===== config.mk =====
export PLATFORM = sky130hd
export DESIGN_NAME = dm_arbiter
export DESIGN_NICKNAME = d
export VERILOG_FILES = /design/src/rtl/dm_arbiter.sv
export SDC_FILE = /design/constraint.sdc
export NUM_CORES = 1
export LEC_CHECK = 0
export CORE_MARGIN = 5
export CORE_UTILIZATION = 30
export DETAILED_ROUTE_END_ITERATION = 8
export DONT_BUFFER_PORTS = 1
export PLACE_DENSITY = 0.48
export SLEW_MARGIN = 20
export SYNTH_ARGS = -nofsm -noshare
export SYNTH_HDL_FRONTEND = slang
export SYNTH_SLANG_ARGS = --single-unit

===== constraint.sdc =====
create_clock -name clk -period 2 [get_ports clk]
set_clock_uncertainty 0.05 [all_clocks]
set_input_delay 0.4 -clock clk [delete_from_list [all_inputs] [get_ports clk]]
set_output_delay 0.4 -clock clk [all_outputs]
set_load 0.01 [all_outputs]

===== src/rtl/dm_arbiter.sv =====
`default_nettype none
// ============================================================================
// Module      : dm_arbiter
// Description : Round-robin arbiter sequencing shared single-port DM accesses
//               (issue, read-latency wait, ack) and aggregating core_done.
//               Define DM_ARB_FIXED_PRIO_EN for fixed lowest-index priority.
// Revision    : 1.0  initial release
// ============================================================================
module dm_arbiter #(
    parameter int NUM_CORES = 4,
    parameter int ADDR_W    = 16,
    parameter int DATA_W    = 16,
    parameter int RD_LAT    = 1
) (
    input  logic                        clk,
    input  logic                        rst,
    input  logic [NUM_CORES-1:0]        req,
    input  logic [NUM_CORES-1:0]        we,
    input  logic [NUM_CORES*ADDR_W-1:0] addr,
    input  logic [NUM_CORES*DATA_W-1:0] wdata,
    output logic [NUM_CORES-1:0]        gnt,
    output logic [NUM_CORES-1:0]        ack,
    output logic [DATA_W-1:0]           rdata,
    output logic                        mem_en,
    output logic                        mem_we,
    output logic [ADDR_W-1:0]           mem_addr,
    output logic [DATA_W-1:0]           mem_wdata,
    input  logic [DATA_W-1:0]           mem_rdata,
    input  logic [NUM_CORES-1:0]        core_done,
    output logic                        all_done
);

    localparam int IDX_W = (NUM_CORES > 1) ? $clog2(NUM_CORES) : 1;
    localparam int CNT_W = 3;

    localparam logic [1:0] c_IDLE   = 2'd0;
    localparam logic [1:0] c_ACCESS = 2'd1;
    localparam logic [1:0] c_WAIT   = 2'd2;
    localparam logic [1:0] c_DONE   = 2'd3;

    localparam logic [CNT_W-1:0] c_CNT_INIT = CNT_W'(RD_LAT - 1);
    localparam logic [CNT_W-1:0] c_CNT_ONE  = CNT_W'(1);

    logic [1:0]           r_state_q, w_state_d;
    logic [NUM_CORES-1:0] r_gnt_q, w_gnt_d;
    logic [NUM_CORES-1:0] r_ack_q, w_ack_d;
    logic [DATA_W-1:0]    r_rdata_q, w_rdata_d;
    logic                 r_mem_en_q, w_mem_en_d;
    logic                 r_mem_we_q, w_mem_we_d;
    logic [ADDR_W-1:0]    r_mem_addr_q, w_mem_addr_d;
    logic [DATA_W-1:0]    r_mem_wdata_q, w_mem_wdata_d;
    logic [CNT_W-1:0]     r_cnt_q, w_cnt_d;
    logic                 r_all_done_q, w_all_done_d;

    logic                 w_found;
    logic [IDX_W-1:0]     w_pick;
    logic [IDX_W-1:0]     w_base;

`ifdef DM_ARB_FIXED_PRIO_EN
    assign w_base = '0;
`else
    logic [IDX_W-1:0] r_rr_ptr_q, w_rr_ptr_d;

    // Pointer moves to the core just past the one that finished.
    always_comb begin
        w_rr_ptr_d = r_rr_ptr_q;
        if (r_state_q == c_DONE) begin
            for (int k = 0; k < NUM_CORES; k++) begin
                if (r_gnt_q[k]) begin
                    w_rr_ptr_d = (k == NUM_CORES - 1) ? '0 : IDX_W'(k + 1);
                end
            end
        end
    end

    always_ff @(posedge clk or posedge rst) begin
        if (rst) begin
            r_rr_ptr_q <= '0;
        end else begin
            r_rr_ptr_q <= w_rr_ptr_d;
        end
    end

    assign w_base = r_rr_ptr_q;
`endif

    // First requester at or above the base index, wrapping around.
    always_comb begin
        w_found = 1'b0;
        w_pick  = '0;
        for (int k = 0; k < NUM_CORES; k++) begin
            if (!w_found && req[(int'(w_base) + k) % NUM_CORES]) begin
                w_found = 1'b1;
                w_pick  = IDX_W'((int'(w_base) + k) % NUM_CORES);
            end
        end
    end

    always_ff @(posedge clk or posedge rst) begin
        if (rst) begin
            r_state_q     <= c_IDLE;
            r_gnt_q       <= '0;
            r_ack_q       <= '0;
            r_rdata_q     <= '0;
            r_mem_en_q    <= 1'b0;
            r_mem_we_q    <= 1'b0;
            r_mem_addr_q  <= '0;
            r_mem_wdata_q <= '0;
            r_cnt_q       <= '0;
            r_all_done_q  <= 1'b0;
        end else begin
            r_state_q     <= w_state_d;
            r_gnt_q       <= w_gnt_d;
            r_ack_q       <= w_ack_d;
            r_rdata_q     <= w_rdata_d;
            r_mem_en_q    <= w_mem_en_d;
            r_mem_we_q    <= w_mem_we_d;
            r_mem_addr_q  <= w_mem_addr_d;
            r_mem_wdata_q <= w_mem_wdata_d;
            r_cnt_q       <= w_cnt_d;
            r_all_done_q  <= w_all_done_d;
        end
    end

    always_comb begin
        w_state_d = r_state_q;
        case (r_state_q)
            c_IDLE:   if (w_found) w_state_d = c_ACCESS;
            c_ACCESS: w_state_d = (r_mem_we_q || RD_LAT == 1) ? c_DONE : c_WAIT;
            c_WAIT:   if (r_cnt_q == c_CNT_ONE) w_state_d = c_DONE;
            default:  w_state_d = c_IDLE;
        endcase
    end

    always_comb begin
        w_gnt_d       = r_gnt_q;
        w_ack_d       = r_ack_q;
        w_rdata_d     = r_rdata_q;
        w_mem_en_d    = r_mem_en_q;
        w_mem_we_d    = r_mem_we_q;
        w_mem_addr_d  = r_mem_addr_q;
        w_mem_wdata_d = r_mem_wdata_q;
        w_cnt_d       = r_cnt_q;
        w_all_done_d  = &core_done;
        case (r_state_q)
            c_IDLE: begin
                w_gnt_d    = '0;
                w_ack_d    = '0;
                w_mem_en_d = 1'b0;
                w_mem_we_d = 1'b0;
                if (w_found) begin
                    w_gnt_d       = NUM_CORES'(1) << w_pick;
                    w_mem_en_d    = 1'b1;
                    w_mem_we_d    = we[w_pick];
                    w_mem_addr_d  = addr[int'(w_pick)*ADDR_W +: ADDR_W];
                    w_mem_wdata_d = wdata[int'(w_pick)*DATA_W +: DATA_W];
                end
            end
            c_ACCESS: begin
                w_mem_en_d = 1'b0;
                w_mem_we_d = 1'b0;
                if (r_mem_we_q) begin
                    w_ack_d = r_gnt_q;
                end else if (RD_LAT == 1) begin
                    w_ack_d   = r_gnt_q;
                    w_rdata_d = mem_rdata;
                end else begin
                    w_cnt_d = c_CNT_INIT;
                end
            end
            c_WAIT: begin
                if (r_cnt_q == c_CNT_ONE) begin
                    w_ack_d   = r_gnt_q;
                    w_rdata_d = mem_rdata;
                    w_cnt_d   = '0;
                end else begin
                    w_cnt_d = r_cnt_q - c_CNT_ONE;
                end
            end
            default: begin
                w_gnt_d = '0;
                w_ack_d = '0;
            end
        endcase
    end

    assign gnt       = r_gnt_q;
    assign ack       = r_ack_q;
    assign rdata     = r_rdata_q;
    assign mem_en    = r_mem_en_q;
    assign mem_we    = r_mem_we_q;
    assign mem_addr  = r_mem_addr_q;
    assign mem_wdata = r_mem_wdata_q;
    assign all_done  = r_all_done_q;

endmodule
`default_nettype wire

==> reports/qor_table.md <==
| Item | Reported | Unit |
| --- | --- | --- |
| Outcome | complete, no violations | - |
| Detailed-placement wirelength estimate | 9151 | um |
| Pins over their slew limit | 0 | - |
| Beginning of the worst register-to-register path | r_state_q[0] | - |
| Standard cell with the maximum stage delay on the critical path | dfrtp_1 | - |
| Number of buffers on the longest clock path | 2 | - |
| Final net count | 548 | - |
| Switching Power | 2926 | uW |
| Power Dens Cells | 1675 | nW/um2 |
| CP Class | reg -> reg | - |
| Global routing met1 resource utilization | 20.11 | % |
| Share of the cycle needed by the critical path after routing | 92.74 | % |
| Worst path cell trace | inv_1 -> ha_1 -> a21boi_1 -> a211oi_4 -> buf_12 -> mux2_1 | - |
| Weighted congestion reported at the end of routability-driven placement | 0.7374 | - |
| Synth warn | 0 | - |
| Least-Margin Pin Slew | 0.5309 | ns |
| Peak supply drop | 0.5010 | mV |
| Clock Latency Late Sink | 0.32 | ns |
| CP bufs+invs | 2 | - |
| Die Width | 122.5 | um |
| Number of sinks handled by clock tree synthesis | 66 | - |
| Gates resized, CTS repair | 0 | - |
| Cell area after technology mapping | 3799 | um2 |
| Share of total power in combinational logic | 39.9 | % |
| Footprint of the multi-input gates | 1886 | um2 |
| Type of origin of the critical path | flip-flop | - |
| Synthesized netlist cell count | 390 | - |
| Synthesis-to-finish area growth | 12.06 | % |
| Buffers added on ports | 0 | - |
| Vias in the first global route | 3414 | - |
| CP Capture Type | flip-flop | - |
| DRC violation count after routing | 0 | - |
| Setup-failing EPs final | 0 | - |
| Grt met2 use | 27.93 | % |
| Commonest cells after routing, fill and taps aside | 66 x dfrtp_1, 64 x a31oi_1, 39 x o21ai_0, 37 x nor2_1, 33 x a22oi_1 | - |
| Detailed-router iteration count before antenna repair | 4 | - |
| Total GRT Usage | 16.39 | % |
| Sequential share of the synthesized area | 43.48 | % |
| Routed vias | 3151 | - |
| Final number of hold-violating endpoints | 0 | - |
| Post-CTS setup repair buffer count | 0 | - |
| DRC marker count from the first detailed-route iteration | 208 | - |
| Pre-CTS setup slack | -0.1184 | ns |
| Min setup slack post-route | 0.1452 | ns |
| Slew margin rel. | 64.49 | % |
| Met3 routing resource usage after global routing | 4.286 | % |
| Largest area contributor in the netlist | dfrtp_1 | - |
| Root buf cell | clkbuf_16 | - |
| Area share of the largest cell type after synthesis | 43.48 | % |
| Ranking of synthesized cells by area | dfrtp_1 43%, a31oi_1 11%, a22oi_1 6.5%, o21ai_0 5.1%, and3_1 4.9% | - |
| DRT Wirelength | 12530 | um |
| Maximum fanout along the worst path | 16 | - |
| Data arrival time of the critical path | 2.00 | ns |
| Worst hold path type | in -> async | - |
| Number of flip-flops and latches in the synthesized netlist | 66 | - |
| Largest net degree at the start of global routing | 41 | - |
| Final routed wire length divided by cell count | 22.30 | um |
| Critical path's top delay family | compound AO/OA/AOI/OAI gates | - |
| First-pass GRT wire length | 18890 | um |
| Number of primary I/O pins | 217 | - |
| Pleak | 0.001741 | uW |
| Register area | 1652 | um2 |
| FP Rows | 41 | - |
| Achievable Freq | 0.5392 | GHz |
| Die height | 122.5 | um |
| Depth of the worst register-to-register path | 6 | - |
| Internal Power | 4206 | uW |
| Clock tree from TritonCTS | yes | - |
| Post-Syn Nets | 554 | - |
| Flop2flop setup slack | 0.15 | ns |
| Post-synthesis cell type count | 45 | - |
| Placeable core region | 12520 | um2 |
| RSZ-0062 raised after global routing | false | - |
| WP data required | 2.15 | ns |
| Number of antenna violations at the first check in global routing | 1 | - |
| Fillcell total | 1341 | - |
| Number of enable-type register cells in the synthesized netlist | 0 | - |
| Sum of internal, switching and leakage power | 7132 | uW |
| Reg power frac | 38.5 | % |
| Num CTS Buffers | 9 | - |
| Starting utilization of the core area | 30.35 | % |
| Max Cap Violations | 0 | - |
| Fraction of registers with async set or reset after synthesis | 100.0 | % |
| Relative contribution of the clock network to total power | 21.6 | % |
| Final critical-path required period | 1.855 | ns |
| Hold bufs inserted after CTS | 0 | - |
| Prevailing post-synth register cell | dfrtp_1 | - |
| Most heavily used metal layer in global routing | met2 | - |
| Ratio of cells with drive above 1 in the final layout | 15.17 | % |
| Number of H-tree branching levels | 3 | - |
| Critical register-to-register path endpoint | rdata[8] | - |
| Slowest Stage Delay on Critical Path | 0.37 | ns |
| Switching power share of the total | 41.03 | % |
| Floorplan die area | 15010 | um2 |
| Final antenna-violating net count | 0 | - |
| Vias per std cell | 5.607 | - |
| CTS clock-pin slew for the worst setup and hold paths | 0.06 | ns |
| Remaining global-route overflow | 0 | - |
| Leading cell type in the layout, fill and taps excluded | dfrtp_1 | - |
| Syn Area/Cell | 9.740 | um2 |
[power groups by stage]
stage                     combinational, uW  sequential (uW)  clock [uW]
final                                  2850             2750        1540
after global routing                   3190             2830        1660
after floorplan                        2260             2580           0
after detailed placement               2880             2780           0
after global placement                 2800             2770           0
after CTS                              2880             2770        1600
[kinds of logic after synthesis]
logic type | synth area share (%)
compound gates | 28.00
fa+ha+maj | 1.976
buf+inv | 7.279
flops | 43.48
mux | 5.567
simple gates | 13.70
[through the flow]
| step | cell area, um2 | cells | TNS, ns | hold WS (ns) | util, % |
|---|---|---|---|---|---|
| after floorplan | 3802 | 390 | 0 | 0.4233 | - |
| after global placement | 3959 | 544 | 0 | 0.3744 | 31.63 |
| after detailed placement | 3959 | 544 | -1.625 | 0.3812 | 31.63 |
| after CTS | 4247 | 560 | 0 | 0.02866 | 33.93 |
| after global routing | 4257 | 562 | 0 | 0.05465 | 34.01 |
| final | 4257 | 562 | 0 | 0.01746 | 34.01 |
[cell type report]
cell class / count / share of cell area (%)
sequential: 66 / 38.80
clock inverter: 5 / 1.293
antenna: 1 / 0.05879
clock buffer: 11 / 5.467
tap: 172 / 5.056
timing repair buffer: 19 / 4.233
inverter: 8 / 0.7937
multi-input combinational: 280 / 44.30
[registers in the layout (all words and copies together) (netlist names)]
name        count
ack             4
all_done        1
gnt             4
mem_addr       16
mem_en          1
mem_wdata      16
mem_we          1
r_cnt_q         3
r_rr_ptr_q      2
r_state_q       2
rdata          16
[how the worst max path moves through the flow]
stage / start / end / slack [ns] / cells past startpoint
floorplan: r_state_q[0] / rdata[0] / 0.10 / 6
global placement: req[2] / mem_addr[13] / 0.02 / 4
detailed placement: req[2] / mem_addr[3] / -0.12 / 4
global route: r_state_q[0] / rdata[3] / 0.03 / 6
finish: r_state_q[0] / rdata[8] / 0.15 / 6
CTS: r_state_q[0] / rdata[8] / 0.12 / 6
[cell usage after synthesis (all sizes together), types with 2 or more instances]
cell type / count
mux2i: 2
nand2: 11
nor2b: 2
a22oi: 33
buf: 24
and3: 34
mux2: 17
a31oi: 64
a21o: 3
nor3: 3
inv: 8
dfrtp: 66
nor2: 38
o21ai: 45
nand3: 2
ha: 6
a21boi: 2
o21a: 3
clkbuf: 11
[worst register-to-register path, delay by kind of cell (launching register included)]
kind | cells | cell delay (ns)
AOI/OAI and AO/OA | 2 | 0.45
adders and majority gates | 1 | 0.27
buffers and inverters | 2 | 0.27
DFF | 1 | 0.37
muxes | 1 | 0.33
[per-layer routing]
metal  share of wire (%)  wire, um
met1                  41      5164
met4                 1.1       137
met3                 7.9       994
met5                   0         0
met2                  50      6236
(Power assumes the default switching activity.)
